==> config.mk <==
export PLATFORM = sky130hd
export DESIGN_NAME = fsm_sensor_gen
export DESIGN_NICKNAME = d
export VERILOG_FILES = /design/src/rtl/fsm_sensor_gen.sv
export SDC_FILE = /design/constraint.sdc
export NUM_CORES = 1
export LEC_CHECK = 0
export ABC_AREA = 1
export BUFFER_PORTS_ARGS = -buffer_cell sky130_fd_sc_hd__buf_2
export CAP_MARGIN = 20
export CORE_MARGIN = 5
export CORE_UTILIZATION = 40
export DETAILED_ROUTE_END_ITERATION = 8
export SLEW_MARGIN = 0
export SYNTH_ARGS = -nofsm -noshare
export SYNTH_HDL_FRONTEND = slang
export SYNTH_SLANG_ARGS = --single-unit
==> constraint.sdc <==
create_clock -name clk -period 3.7 [get_ports clk]
set_clock_uncertainty 0.2 [all_clocks]
set_input_delay 0.37 -clock clk [delete_from_list [all_inputs] [get_ports clk]]
set_output_delay 0.37 -clock clk [all_outputs]
set_load 0.02 [all_outputs]
==> src/rtl/fsm_sensor_gen.sv <==
// Drives the two-bit barrier sensor bus {a,b} through a car entry or exit
// sequence with programmable per-phase dwell, abort rollback and counters.
module fsm_sensor_gen #(
  parameter int DWELL_W = 8,
  parameter int CNT_W   = 8
) (
  input  logic               clk,
  input  logic               reset_n,
  input  logic               start_ent,
  input  logic               start_sal,
  input  logic               abort,
  input  logic [DWELL_W-1:0] dwell,
  output logic [1:0]         sensor,
  output logic               busy,
  output logic               done,
  output logic               aborted,
  output logic               req_err,
  output logic [CNT_W-1:0]   cnt_ent,
  output logic [CNT_W-1:0]   cnt_sal,
  output logic [2:0]         state_dbg
);

  typedef enum logic [2:0] {
    IDLE = 3'd0,
    P1   = 3'd1,
    P2   = 3'd2,
    P3   = 3'd3,
    TAIL = 3'd4,
    RB1  = 3'd5,
    RB2  = 3'd6
  } state_t;

  // Handshake: start_ent/start_sal are single-cycle requests, accepted only
  // while IDLE (busy=0) and ignored otherwise; completion is a done pulse
  // with aborted qualifying it. There is no backpressure on any output.

  state_t               state, state_n;
  logic [DWELL_W-1:0]   phase_cnt, phase_cnt_n;
  logic [DWELL_W-1:0]   d_lat, d_lat_n;
  logic                 dir_exit, dir_exit_n;
  logic                 abort_flag, abort_flag_n;
  logic                 done_n, aborted_n, req_err_n;
  logic [CNT_W-1:0]     cnt_ent_n, cnt_sal_n;
  logic                 phase_last;

  // Middle phases are mirrored between the two directions.
  function automatic logic [1:0] sensor_of(input state_t s, input logic exit_dir);
    logic [1:0] v;
    v = 2'b00;
    case (s)
      P1, RB1: v = exit_dir ? 2'b01 : 2'b10;
      P2, RB2: v = 2'b11;
      P3:      v = exit_dir ? 2'b10 : 2'b01;
      default: v = 2'b00;
    endcase
    return v;
  endfunction

  assign phase_last = (phase_cnt == d_lat - 1'b1);
  assign state_dbg  = state;

  always_comb begin
    state_n      = state;
    phase_cnt_n  = phase_cnt + 1'b1;
    d_lat_n      = d_lat;
    dir_exit_n   = dir_exit;
    abort_flag_n = abort_flag;
    done_n       = 1'b0;
    aborted_n    = 1'b0;
    req_err_n    = 1'b0;
    cnt_ent_n    = cnt_ent;
    cnt_sal_n    = cnt_sal;

    case (state)
      IDLE: begin
        phase_cnt_n = '0;
        if (start_ent && start_sal) begin
          req_err_n = 1'b1;
        end else if (start_ent || start_sal) begin
          state_n      = P1;
          dir_exit_n   = start_sal;
          d_lat_n      = (dwell == '0) ? DWELL_W'(1) : dwell;
          abort_flag_n = 1'b0;
        end
      end
      P1, P2, P3: begin
        if (abort) begin
          abort_flag_n = 1'b1;
          phase_cnt_n  = '0;
          case (state)
            P1:      state_n = TAIL;
            P2:      state_n = RB1;
            default: state_n = RB2;
          endcase
        end else if (phase_last) begin
          phase_cnt_n = '0;
          case (state)
            P1:      state_n = P2;
            P2:      state_n = P3;
            default: state_n = TAIL;
          endcase
        end
      end
      RB2: begin
        if (phase_last) begin
          state_n     = RB1;
          phase_cnt_n = '0;
        end
      end
      RB1: begin
        if (phase_last) begin
          state_n     = TAIL;
          phase_cnt_n = '0;
        end
      end
      TAIL: begin
        if (phase_last) begin
          state_n     = IDLE;
          phase_cnt_n = '0;
          done_n      = 1'b1;
          aborted_n   = abort_flag;
          if (!abort_flag) begin
            if (dir_exit) cnt_sal_n = cnt_sal + 1'b1;
            else          cnt_ent_n = cnt_ent + 1'b1;
          end
        end
      end
      default: begin
        state_n     = IDLE;
        phase_cnt_n = '0;
      end
    endcase
  end

  // Sensor and busy are registered from the next state so they move on the
  // same edge as the state itself.
  always_ff @(posedge clk or negedge reset_n) begin
    if (!reset_n) begin
      state      <= IDLE;
      phase_cnt  <= '0;
      d_lat      <= DWELL_W'(1);
      dir_exit   <= 1'b0;
      abort_flag <= 1'b0;
      sensor     <= 2'b00;
      busy       <= 1'b0;
      done       <= 1'b0;
      aborted    <= 1'b0;
      req_err    <= 1'b0;
      cnt_ent    <= '0;
      cnt_sal    <= '0;
    end else begin
      state      <= state_n;
      phase_cnt  <= phase_cnt_n;
      d_lat      <= d_lat_n;
      dir_exit   <= dir_exit_n;
      abort_flag <= abort_flag_n;
      sensor     <= sensor_of(state_n, dir_exit_n);
      busy       <= (state_n != IDLE);
      done       <= done_n;
      aborted    <= aborted_n;
      req_err    <= req_err_n;
      cnt_ent    <= cnt_ent_n;
      cnt_sal    <= cnt_sal_n;
    end
  end

endmodule

==> metrics.md, run 1 <==
| Metric | Value |
|---|---|
| Antenna-violating nets left | 0 |
| Final hold vios | 0 |
| Synth Warn # | 0 |
| Switch share | between 40% and 50% |
| Synth area leader | dfrtp_1 |
| GP Congestion | approximately 0.86 |
| Vias in the first global route | approximately 1.9k |
| Clk slew on worst S/H paths | 80 ps |
| Synth top area share | 44.4% |
| Clk Latency, worst-skew pair | between 200 and 300 ps |
| Largest vdd supply drop | 318 uV |
| Core area | 0.00585 sq mm |
| Asr flop ratio synth | 100% |
| Vias | between 1.5k and 2k |
| First-pass GRT wire length | roughly 8300 um |
| Maxcap violations | 0 |
| Register bit total from synthesis | 43 |
| DR DRC count | 0 |
| Hold Startpoint | dwell[6] |
| Largest net degree at the start of global routing | 44 |
| Nets | ~350 |
| Clock group share of total power | a little over a fifth |
| Initial Util | between 40% and 50% |
| Reg2Reg Launch Point | d_lat[0] |
| Sw power | ~0.72 mW |
| Setup TNS | 0 ps |
| Top cells by area, synth | dfrtp_1 44%, nand2_1 10%, inv_1 7.1% |
| Number of flops mapped to enable cells by yosys | 0 |
| Die height | ~87 um |
| RSZ-0062 raised after global routing | false |
| Worst reg2reg endpoint | cnt_ent[7] |
| Wire per inst | roughly 11 um |
| Int Pwr | ~1 mW |
| Yosys cell types | 32 |
| Worst EP arrival | approximately 2600 ps |
| R2R depth | 16 |
| CTS tree | done |
| Worst Hold Class | in -> reg |
| Vias per Instance | between 4 and 5 |
| Avg Cell Area, Syn | 8.16 sq um |
| Area Overhead vs Synth | 17.8% |
| Diode count | 0 |
| Tmin final | 2600 ps |
| Syn_nets | around 300 |
| Num rows | 28 |
| CTS buffer count | 5 |
| Slew margin rel. | around 60% |
| Detailed Route WL | about 4700 um |
| Cell Area, Synth | approximately 0.0024 sq mm |
| Die W | approximately 87 um |
| Reg2Reg Setup Slack | about 1100 ps |
| Initial drt markers | approximately 110 |
| Ys flop type | dfrtp_1 |
| Fin. max-slew vios | 0 |
| Final period util | roughly 70% |
| Layout cells sized above 1 | about a fifth |
| Pleak | approximately 1.5 nW |
| WS Path Type | reg -> reg |
| Hold Path Depth | 2 |
| Max Buffers Root-to-Sink | 2 |
| Placed Cells | 400 |
| Worst-path fanout max | 9 |
| Hold endpoint | d_lat[6] |
| Die area | between 0.007 and 0.008 sq mm |
| Most frequent cells in the layout | 65 x nand2_1, 45 x inv_1, 42 x dfrtp_1, 37 x buf_2, 32 x nor2_1 |
| Root Buffer | clkbuf_8 |
| CP bufs+invs | 1 |
| CTS Sinks | 43 |
| Outcome | completed |
| Seq/Total Area, Yosys | between 40% and 50% |
| Combinational Power Share | between 30% and 40% |
| Pwr per Cell Area | roughly 620 mW/mm^2 |
| Slew @ Worst Pin | roughly 610 ps |
| Non-filler cells in the finished layout | 410 |
| Setup crit end kind | flop |
| Top-Level Pins | 38 |
| CP delay by family, top | simple AND/OR/NAND/NOR gates |
| Gr ovfl total | 0 |
| Req. time, crit path | about 3700 ps |
| H-tree depth | 2 |
| Buffers on Ports | 37 |
| Crit start category | flop |
| Final setup viols | 0 |
| Hpwl dp | around 3600 um |
| Initial antenna violation count | 0 |
| Initial DRT Pass Iterations | 6 |
| Slowest stage cell, crit path | dfstp_2 |
| GRT Total Usage | around 14% |
| Reg power frac | 39.6% |
| Most used cell, CP | nand2_1 |
| Slowest Stage Delay on Critical Path | around 530 ps |
| F_max | roughly 0.38 GHz |
| Most common cell after layout, fill and taps aside | nand2_1 |
| Syn Inst Count | between 200 and 300 |
| Cell-by-cell trace of the critical path | inv_1, ha_1, nand2_1, nand3_1, nand2_1, nand2_1, nor2_1, nand2_1, nor2_2, nand2_4, nor2_8, nand2_4, nor2_4, nand2_2, o21ai_1, nand2_1 |
| # fillers | 586 |
-- flip-flops by register name (all words and copies together), names as in the netlist --
name	cells
abort_flag	1
aborted	1
busy	1
cnt_ent	8
cnt_sal	8
d_lat	8
dir_exit	1
done	1
phase_cnt	8
req_err	1
sensor	2
state_dbg	3
-- through the flow --
| step | instance area (sq um) | hold WS, ps | power (mW) | utilization [%] | worst slack, ps |
|---|---|---|---|---|---|
| finish | 2790 | 123 | 1.74 | 47.6 | 1100 |
| global route | 2790 | 122 | 1.91 | 47.6 | 817 |
| CTS | 2750 | 46.8 | 1.76 | 47.0 | 1080 |
| detailed placement | 2640 | 276 | 1.38 | 45.1 | 1110 |
| global placement | 2640 | 252 | 1.37 | 45.1 | 1180 |
| floorplan | 2370 | -126 | 1.21 | - | 1300 |
-- logic make-up after synthesis --
family / count (synthesis) / synth area share [%]
muxes: 5 / 2.38
xor gates and xnor gates: 18 / 6.66
and+or+nand+nor: 154 / 30.9
adders and majority gates: 6 / 3.17
AOI/OAI and AO/OA: 16 / 3.70
buffers and inverters: 48 / 7.61
DFF: 43 / 45.5
-- area by class of cell --
class                      count  area (sq um)  share of cell area, %
inverter                      46           173                   6.19
multi-input combinational    199          1110                   39.8
sequential                    43          1080                   38.6
clock buffer                   5          68.8                   2.47
clock inverter                 3          43.8                   1.57
tap                           75          93.8                   3.37
timing repair buffer          39           223                   7.99
-- power groups by stage --
stage / logic (mW) / registers (mW) / clock network, mW
2_1_floorplan: 0.503 / 0.704 / 0
3_3_place_gp: 0.675 / 0.695 / 0
3_5_place_dp: 0.687 / 0.695 / 0
4_1_cts: 0.692 / 0.688 / 0.379
5_1_grt: 0.804 / 0.706 / 0.403
6_report: 0.689 / 0.688 / 0.362
-- worst reg2reg max path, stage by stage (launching register included) --
cell     delay [ps]
dfstp_2         530
inv_1            90
ha_1            300
nand2_1         100
nand3_1          70
nand2_1          70
nand2_1          50
nor2_1          110
nand2_1          70
nor2_2          150
nand2_4         130
nor2_8          150
nand2_4         100
nor2_4          110
nand2_2          80
o21ai_1         120
nand2_1          60
-- layer usage --
layer  GRT usage [%]  vias to the layer above  routed length, um
met5               0                        -                  0
met4            4.25                        0                 63
met3            3.50                        6                165
met2            20.1                       24               2050
met1            20.0                      881               2430
li1                -                     1002                  -
-- what timing repair did --
action	CTS	global route
hold endpoints to repair	0	21
hold buffers	0	1
buffers inserted	0	0
gates resized for setup	0	0
-- how the worst max path moves through the flow --
stage,slack (ps),depth (start not counted),end,from
after global placement,1180,17,cnt_ent[7],d_lat[0]
after global routing,820,18,sensor[1],d_lat[0]
after CTS,1080,16,cnt_ent[7],d_lat[0]
final,1100,16,cnt_ent[7],d_lat[0]
after detailed placement,1110,17,cnt_ent[7],d_lat[0]
after floorplan,1300,17,cnt_ent[7],d_lat[0]
-- cells in the mapped netlist (2+ instances only) --
library cell	number
o21ai_1	2
ha_1	6
mux2_1	3
nor2_1	32
clkbuf_1	2
a21oi_1	4
nor3_1	2
dfrtp_1	42
nand3_1	29
nand2_2	2
mux2_2	2
xor2_1	9
o21ai_0	7
nor2_4	2
nor2_2	6
nand2_1	65
nand2_4	2
xnor2_1	9
inv_1	45
nand4_1	7
Power figures use the tool's default switching activity.
==> run 2: changes to the inputs <==
- clock period: 3.7 -> 2.5 ns (I/O delays scaled with it)
==> run 2 against run 1 <==
Non-clock buffer count rose by 8. Worst setup slack worse by 1000 ps. Worst hold slack worse by 98 ps. Count of clock-buffer cells in the layout unchanged. Final cell count rose by 2.2%. Power grew 63%. Die area unchanged. Maximum frequency increased by 7.8%. Critical path depth grew 1. Cell area is 5.8% higher. Critical path type unchanged. Critical endpoint unchanged. Largest cell class unchanged.
==> metrics.md, run 2 (synthesis results as in run 1) <==
| Metric | Value |
|---|---|
| Die W | 86.9 um (unchanged) |
| Initial antenna violation count | 0 (unchanged) |
| Vias | 1983 (+3.7%) |
| Most frequent cells in the layout | 60 x nand2_1, 42 x dfrtp_1, 41 x inv_1, 37 x buf_2, 28 x nor2_1 |
| Setup crit end kind | flop |
| Detailed Route WL | 4900 um (+4.1%) |
| R2R depth | 17 (+1) |
| Critical path origin | d_lat[0] |
| Final hold vios | 0 (unchanged) |
| Worst-path fanout max | 5 (-4) |
| GR peak layer | met2 |
| Die area | 0.00755 sq mm (unchanged) |
| Setup TNS | 0 ps (unchanged) |
| Worst Hold Class | in -> reg |
| Core area | 0.00585 sq mm (unchanged) |
| Pwr per Cell Area | 959 mW/mm^2 (+54%) |
| Buffers on Ports | 37 (unchanged) |
| Initial DRT Pass Iterations | 4 (-2) |
| Pre-CTS WS | -12.6 ps (-1120 ps) |
| F_max | 0.415 GHz (+7.8%) |
| WS Path Type | reg -> reg |
| Worst Slack Setup Final | 91.3 ps (-1010 ps) |
| Final period util | 96.3% (+26 points) |
| Antenna-violating nets left | 0 (unchanged) |
| Num rows | 28 (unchanged) |
| CTS buffer count | 5 (unchanged) |
| Largest vdd supply drop | 545 uV (+72%) |
| Met1 GRT Util | 20.2% (+0.20 points) |
| Slew margin rel. | 68.0% (+8.8 points) |
| Vias in the first global route | 1917 (+2.7%) |
| GP Congestion | 0.843 (-1.7%) |
| Die height | 86.9 um (unchanged) |
| First-pass GRT wire length | 8550 um (+3.4%) |
| H-tree depth | 2 (unchanged) |
| Clk slew on worst S/H paths | 80 ps (about the same) |
| Top-Level Pins | 38 (unchanged) |
| Tmin final | 2410 ps (-189 ps) |
| Hold Startpoint | dwell[4] |
| CTS Sinks | 43 (unchanged) |
| Wire per inst | 11.7 um (+1.9%) |
| Area Overhead vs Synth | 24.7% |
| CTS tree | done |
| Root Buffer | clkbuf_8 |
| CP endpoint | cnt_ent[7] |
| Reg2Reg Launch Point | d_lat[0] |
| Req. time, crit path | 2490 ps (-1190 ps) |
| RSZ-0062 raised after global routing | true |
| Max Buffers Root-to-Sink | 2 (unchanged) |
| Gr ovfl total | 0 (unchanged) |
| Pleak | 1.59 nW (+2.9%) |
| Final setup viols | 0 (unchanged) |
| Met3 Usage GRT | 4.16% (+0.66 points) |
| DR DRC count | 0 (unchanged) |
| Worst reg2reg endpoint | cnt_ent[7] |
| Hpwl dp | 3640 um (+2.0%) |
| GRT Total Usage | 14.4% (+0.62 points) |
| Initial drt markers | 75 (-32%) |
| Largest net degree at the start of global routing | 24 (-45%) |
| Fin. max-slew vios | 0 (unchanged) |
| Reg2Reg Setup Slack | 90 ps (-1010 ps) |
| Diode count | 0 (unchanged) |
| Layout cells sized above 1 | 26.7% (+7.3 points) |
| GR Util met2 | 21.1% (+1.0 points) |
| Clk Latency, worst-skew pair | 300 ps (about the same) |
| Crit start category | flop |
| Maxcap violations | 0 (unchanged) |
| Outcome | completed |
| Placed Cells | 403 (+0.75%) |
| Slew @ Worst Pin | 480 ps (-128 ps) |
| Nets | 362 (+2.5%) |
| Most common cell after layout, fill and taps aside | nand2_1 |
| Worst EP arrival | 2390 ps (-190 ps) |
| Vias per Instance | 4.73 (+1.4%) |
| Initial Util | 40.4% (unchanged) |
| Non-filler cells in the finished layout | 419 (+2.2%) |
[run 2: metrics by stage]
| step | cell area [sq um] | power (mW) | hold WS (ps) | utilization, % |
|---|---|---|---|---|
| after floorplan | 2370 | 1.79 | -246 | - |
| after global placement | 2660 | 2.06 | 41.0 | 45.5 |
| after detailed placement | 2660 | 2.08 | 43.3 | 45.5 |
| after CTS | 2880 | 2.79 | 18.2 | 49.3 |
| after global routing | 2950 | 3.10 | 31.4 | 50.4 |
| final | 2950 | 2.83 | 25.8 | 50.4 |
[run 2: layer usage]
layer	routed length, um	vias to the layer above
li1	-	1019
met1	2340	928
met2	2210	32
met3	269	4
met4	66	0
met5	0	-
[run 2: power breakdown]
group	switching, mW	leakage, nW	total [mW]	internal (mW)
clock network	0.243	0.0644	0.642	0.398
registers	0.164	0.563	1.02	0.854
logic	0.748	0.959	1.17	0.424
total	1.15	1.59	2.83	1.68
[run 2: critical path, stage by stage, from the launching register on]
cell	delay, ps
dfstp_2	540
inv_2	50
ha_4	260
inv_2	30
nand2_2	40
nand2_1	40
nor2_1	90
nand2_1	60
nor2_1	90
nand2_1	90
nor2_4	130
nand2_4	100
nor2_8	140
nand2_4	90
nor2_4	100
nand2_2	80
o21ai_1	120
nand2_1	60
[run 2: final cells by class]
class                           count  area [sq um]
Timing Repair Buffer               47           272
Clock buffer                        5          68.8
Fill cell                         559          2900
Multi-Input combinational cell    200          1200
Clock inverter                      3          67.6
Sequential cell                    43          1080
Inverter                           46           173
Tap cell                           75          93.8
[run 2: repair_timing]
action,in CTS,in global routing
gates resized for setup,5,20
gates cloned,1,0
hold endpoints to repair,21,0
setup endpoints to repair,4,17
buffers inserted,4,0
pin swaps,12,14
hold buffers,3,0
[run 2: worst min-delay path by stage]
stage	endpoint	slack (ps)	depth (start not counted)
global placement	cnt_sal[4]	40	1
finish	d_lat[4]	30	3
floorplan	abort_flag	-250	0
global route	d_lat[7]	30	3
CTS	d_lat[4]	20	3
detailed placement	cnt_sal[4]	40	1
==> run 3: changes to the inputs <==
==> constraint.sdc (replaced) <==
create_clock -name clk -period 2.5 [get_ports clk]
set_clock_uncertainty 0.2 [all_clocks]
set_input_delay 0.625 -clock clk [delete_from_list [all_inputs] [get_ports clk]]
set_output_delay 0.625 -clock clk [all_outputs]
set_load 0.02 [all_outputs]
==> run 3 against run 2 <==
Global-route usage is 0.12 points lower. Register-to-register slack lost 30 ps. Critical path depth grew 1. Count of clock-buffer cells in the layout is the same. Clock power fell by 31%. Largest cell class unchanged. Non-clock buffer count up 3. Sequential cell count did not move. Sequential share of layout area decreased by 0.44 points. Worst setup slack lost 32 ps. Worst hold slack improved by 53 ps.
==> metrics.md, run 3 (synthesis results as in run 1) <==
| Metric | Value |
|---|---|
| Outcome | completed |
| Area Overhead vs Synth | 26.2% |
| Pwr per Cell Area | 909 mW/mm^2 (-5.3%) |
| CP endpoint | sensor[1] |
| Switch share | 44.1% (+3.3 points) |
| Wire per inst | 12.0 um (+2.6%) |
| Gr ovfl total | 0 (unchanged) |
| CTS tree | done |
| Worst reg2reg endpoint | sensor[1] |
| Slew @ Worst Pin | 513 ps (+32.4 ps) |
| RSZ-0062 raised after global routing | true |
| Setup crit end kind | flop |
| Tmin final | 2440 ps (+32.3 ps) |
| Initial drt markers | 65 (-13%) |
| Worst-path fanout max | 6 (+1) |
| Post-DP Area | 0.00268 sq mm (+0.75%) |
| Die W | 86.9 um (unchanged) |
| Largest net degree at the start of global routing | 24 (unchanged) |
| WS Path Type | reg -> reg |
| Clk slew on worst S/H paths | 90 ps (about the same) |
| CTS Sinks | 43 (unchanged) |
| Maxcap violations | 0 (unchanged) |
| Worst Slack Setup Final | 58.9 ps (-32.3 ps) |
| Hpwl dp | 3770 um (+3.6%) |
| Detailed Route WL | 5050 um (+3.1%) |
| GRT Total Usage | 14.3% (-0.12 points) |
| Most common cell after layout, fill and taps aside | nand2_1 |
| Clock group share of total power | 16.3% (-6.4 points) |
| Num rows | 28 (unchanged) |
| Diode count | 0 (unchanged) |
| Req. time, crit path | 2490 ps (about the same) |
| Max Buffers Root-to-Sink | 2 (unchanged) |
| Initial DRT Pass Iterations | 4 (unchanged) |
| Root Buffer | clkbuf_8 |
| Buffers on Ports | 37 (unchanged) |
| Slew margin rel. | 65.8% (-2.2 points) |
| GP Congestion | 0.839 (-0.46%) |
| # fillers | 518 (-7.3%) |
| Final period util | 97.6% (+1.3 points) |
| Reg power frac | 37.5% (+1.6 points) |
| Vias | 1978 (-0.25%) |
| Die area | 0.00755 sq mm (unchanged) |
| Layout cells sized above 1 | 31.5% (+4.8 points) |
| Combinational Power Share | 46.2% (+4.8 points) |
| Pre-CTS WS | -4.12 ps (+8.48 ps) |
| Nets | 364 (+0.55%) |
| CTS buffer count | 5 (unchanged) |
| Top-Level Pins | 38 (unchanged) |
| R2R depth | 18 (+1) |
| DR DRC count | 0 (unchanged) |
| First-pass GRT wire length | 8450 um (-1.1%) |
| Fin. max-slew vios | 0 (unchanged) |
| F_max | 0.410 GHz (-1.3%) |
| Vias in the first global route | 1860 (-3.0%) |
| Register area | 0.00108 sq mm (unchanged) |
| Int Pwr | 1.52 mW (-9.4%) |
| Die height | 86.9 um (unchanged) |
| H-tree depth | 2 (unchanged) |
| Worst EP arrival | 2430 ps (+40 ps) |
| Clk Latency, worst-skew pair | 300 ps (about the same) |
| Final hold vios | 0 (unchanged) |
| Setup TNS | 0 ps (unchanged) |
| Largest vdd supply drop | 518 uV (-5.0%) |
| Final setup viols | 0 (unchanged) |
| Reg2Reg Launch Point | d_lat[0] |
| Crit start category | flop |
| Worst Hold Class | in -> async |
| Reg2Reg Setup Slack | 60 ps (-30 ps) |
| Area of the multi-input gates | 0.00125 sq mm (+4.5%) |
| Initial antenna violation count | 0 (unchanged) |
| Pleak | 1.62 nW (+2.2%) |
| Vias per Instance | 4.70 (-0.73%) |
| Initial Util | 40.4% (unchanged) |
| Critical path origin | d_lat[0] |
| Post-route cell area | 0.00299 sq mm (+1.2%) |
| Sw power | 1.20 mW (+3.6%) |
| Core area | 0.00585 sq mm (unchanged) |
| Most frequent cells in the layout | 59 x nand2_1, 42 x dfrtp_1, 41 x inv_1, 37 x buf_2, 27 x nor2_1 |
| Antenna-violating nets left | 0 (unchanged) |
==> run 3: cell count changes in the layout (fill, tap and decap cells not counted), moves of 2 or more <==
cell           delta
buf_4             +5
nand3_1           -5
nand3_2           +5
dlygate4sd3_1     -3
o21ai_2           +3
bufinv_16         -2
nand2_2           -2
nand2_4           +2
o21ai_1           -2
==> run 3: through the flow <==
stage / util, % / std cells / hold slack, ps / total power [mW]
global route: 51.0 / 421 / 122 / 2.97
CTS: 48.6 / 419 / 100 / 2.59
finish: 51.0 / 421 / 79.0 / 2.71
floorplan: - / 290 / 129 / 1.79
global placement: 45.8 / 404 / 252 / 2.07
detailed placement: 45.8 / 404 / 267 / 2.09
==> run 3: critical path, stage by stage (launching register included) <==
cell and delay, ps:
dfstp_2 540, inv_2 50, ha_4 260, inv_2 30
nand2_2 40, nand2_1 40, nor2_1 90, nand2_1 60
nor2_1 80, nand2_1 90, nor2_4 120, nand2_4 100
buf_6 150, nand3_2 60, nand3_2 90, nand2_4 140
inv_4 50, nand3_2 70, nand3_2 60
==> run 3: worst min-delay path by stage <==
stage / to / start / slack [ps] / depth (start not counted)
after global routing: cnt_sal[5] / reset_n / 120 / 1
after CTS: phase_cnt[6] / reset_n / 100 / 1
after global placement: cnt_sal[7] / cnt_sal[7] / 250 / 1
after floorplan: abort_flag / reset_n / 130 / 0
final: cnt_sal[4] / reset_n / 80 / 1
after detailed placement: cnt_sal[7] / cnt_sal[7] / 270 / 1
==> run 3: routing by layer <==
layer	share of wire [%]	GRT usage [%]	up-vias
met5	0	0	-
met3	5.3	3.88	6
met4	1.6	5.52	0
li1	-	-	1023
met2	45	21.2	37
met1	48	19.7	912
==> run 3: repair_timing <==
item / CTS / global route
gates resized for setup: 8 / 34
setup endpoints to repair: 1 / 25
hold buffers: 0 / 0
pin swaps: 9 / 11
hold endpoints to repair: 0 / 0
setup buffers: 7 / 2
==> run 3: area by class of cell <==
| type | count | area share (%) |
|---|---|---|
| Clock buffer | 5 | 2.30 |
| Clock inverter | 3 | 0.670 |
| Tap cell | 75 | 3.14 |
| Inverter | 46 | 5.87 |
| Sequential cell | 43 | 36.1 |
| Timing Repair Buffer | 50 | 10.0 |
| Multi-Input combinational cell | 199 | 41.9 |
==> run 3: power groups by stage <==
| stage | clock (mW) | sequential (mW) | combinational (mW) |
|---|---|---|---|
| global placement | 0 | 1.03 | 1.04 |
| finish | 0.442 | 1.02 | 1.25 |
| global route | 0.490 | 1.05 | 1.43 |
| CTS | 0.459 | 1.02 | 1.12 |
| detailed placement | 0 | 1.03 | 1.06 |
| floorplan | 0 | 1.04 | 0.744 |
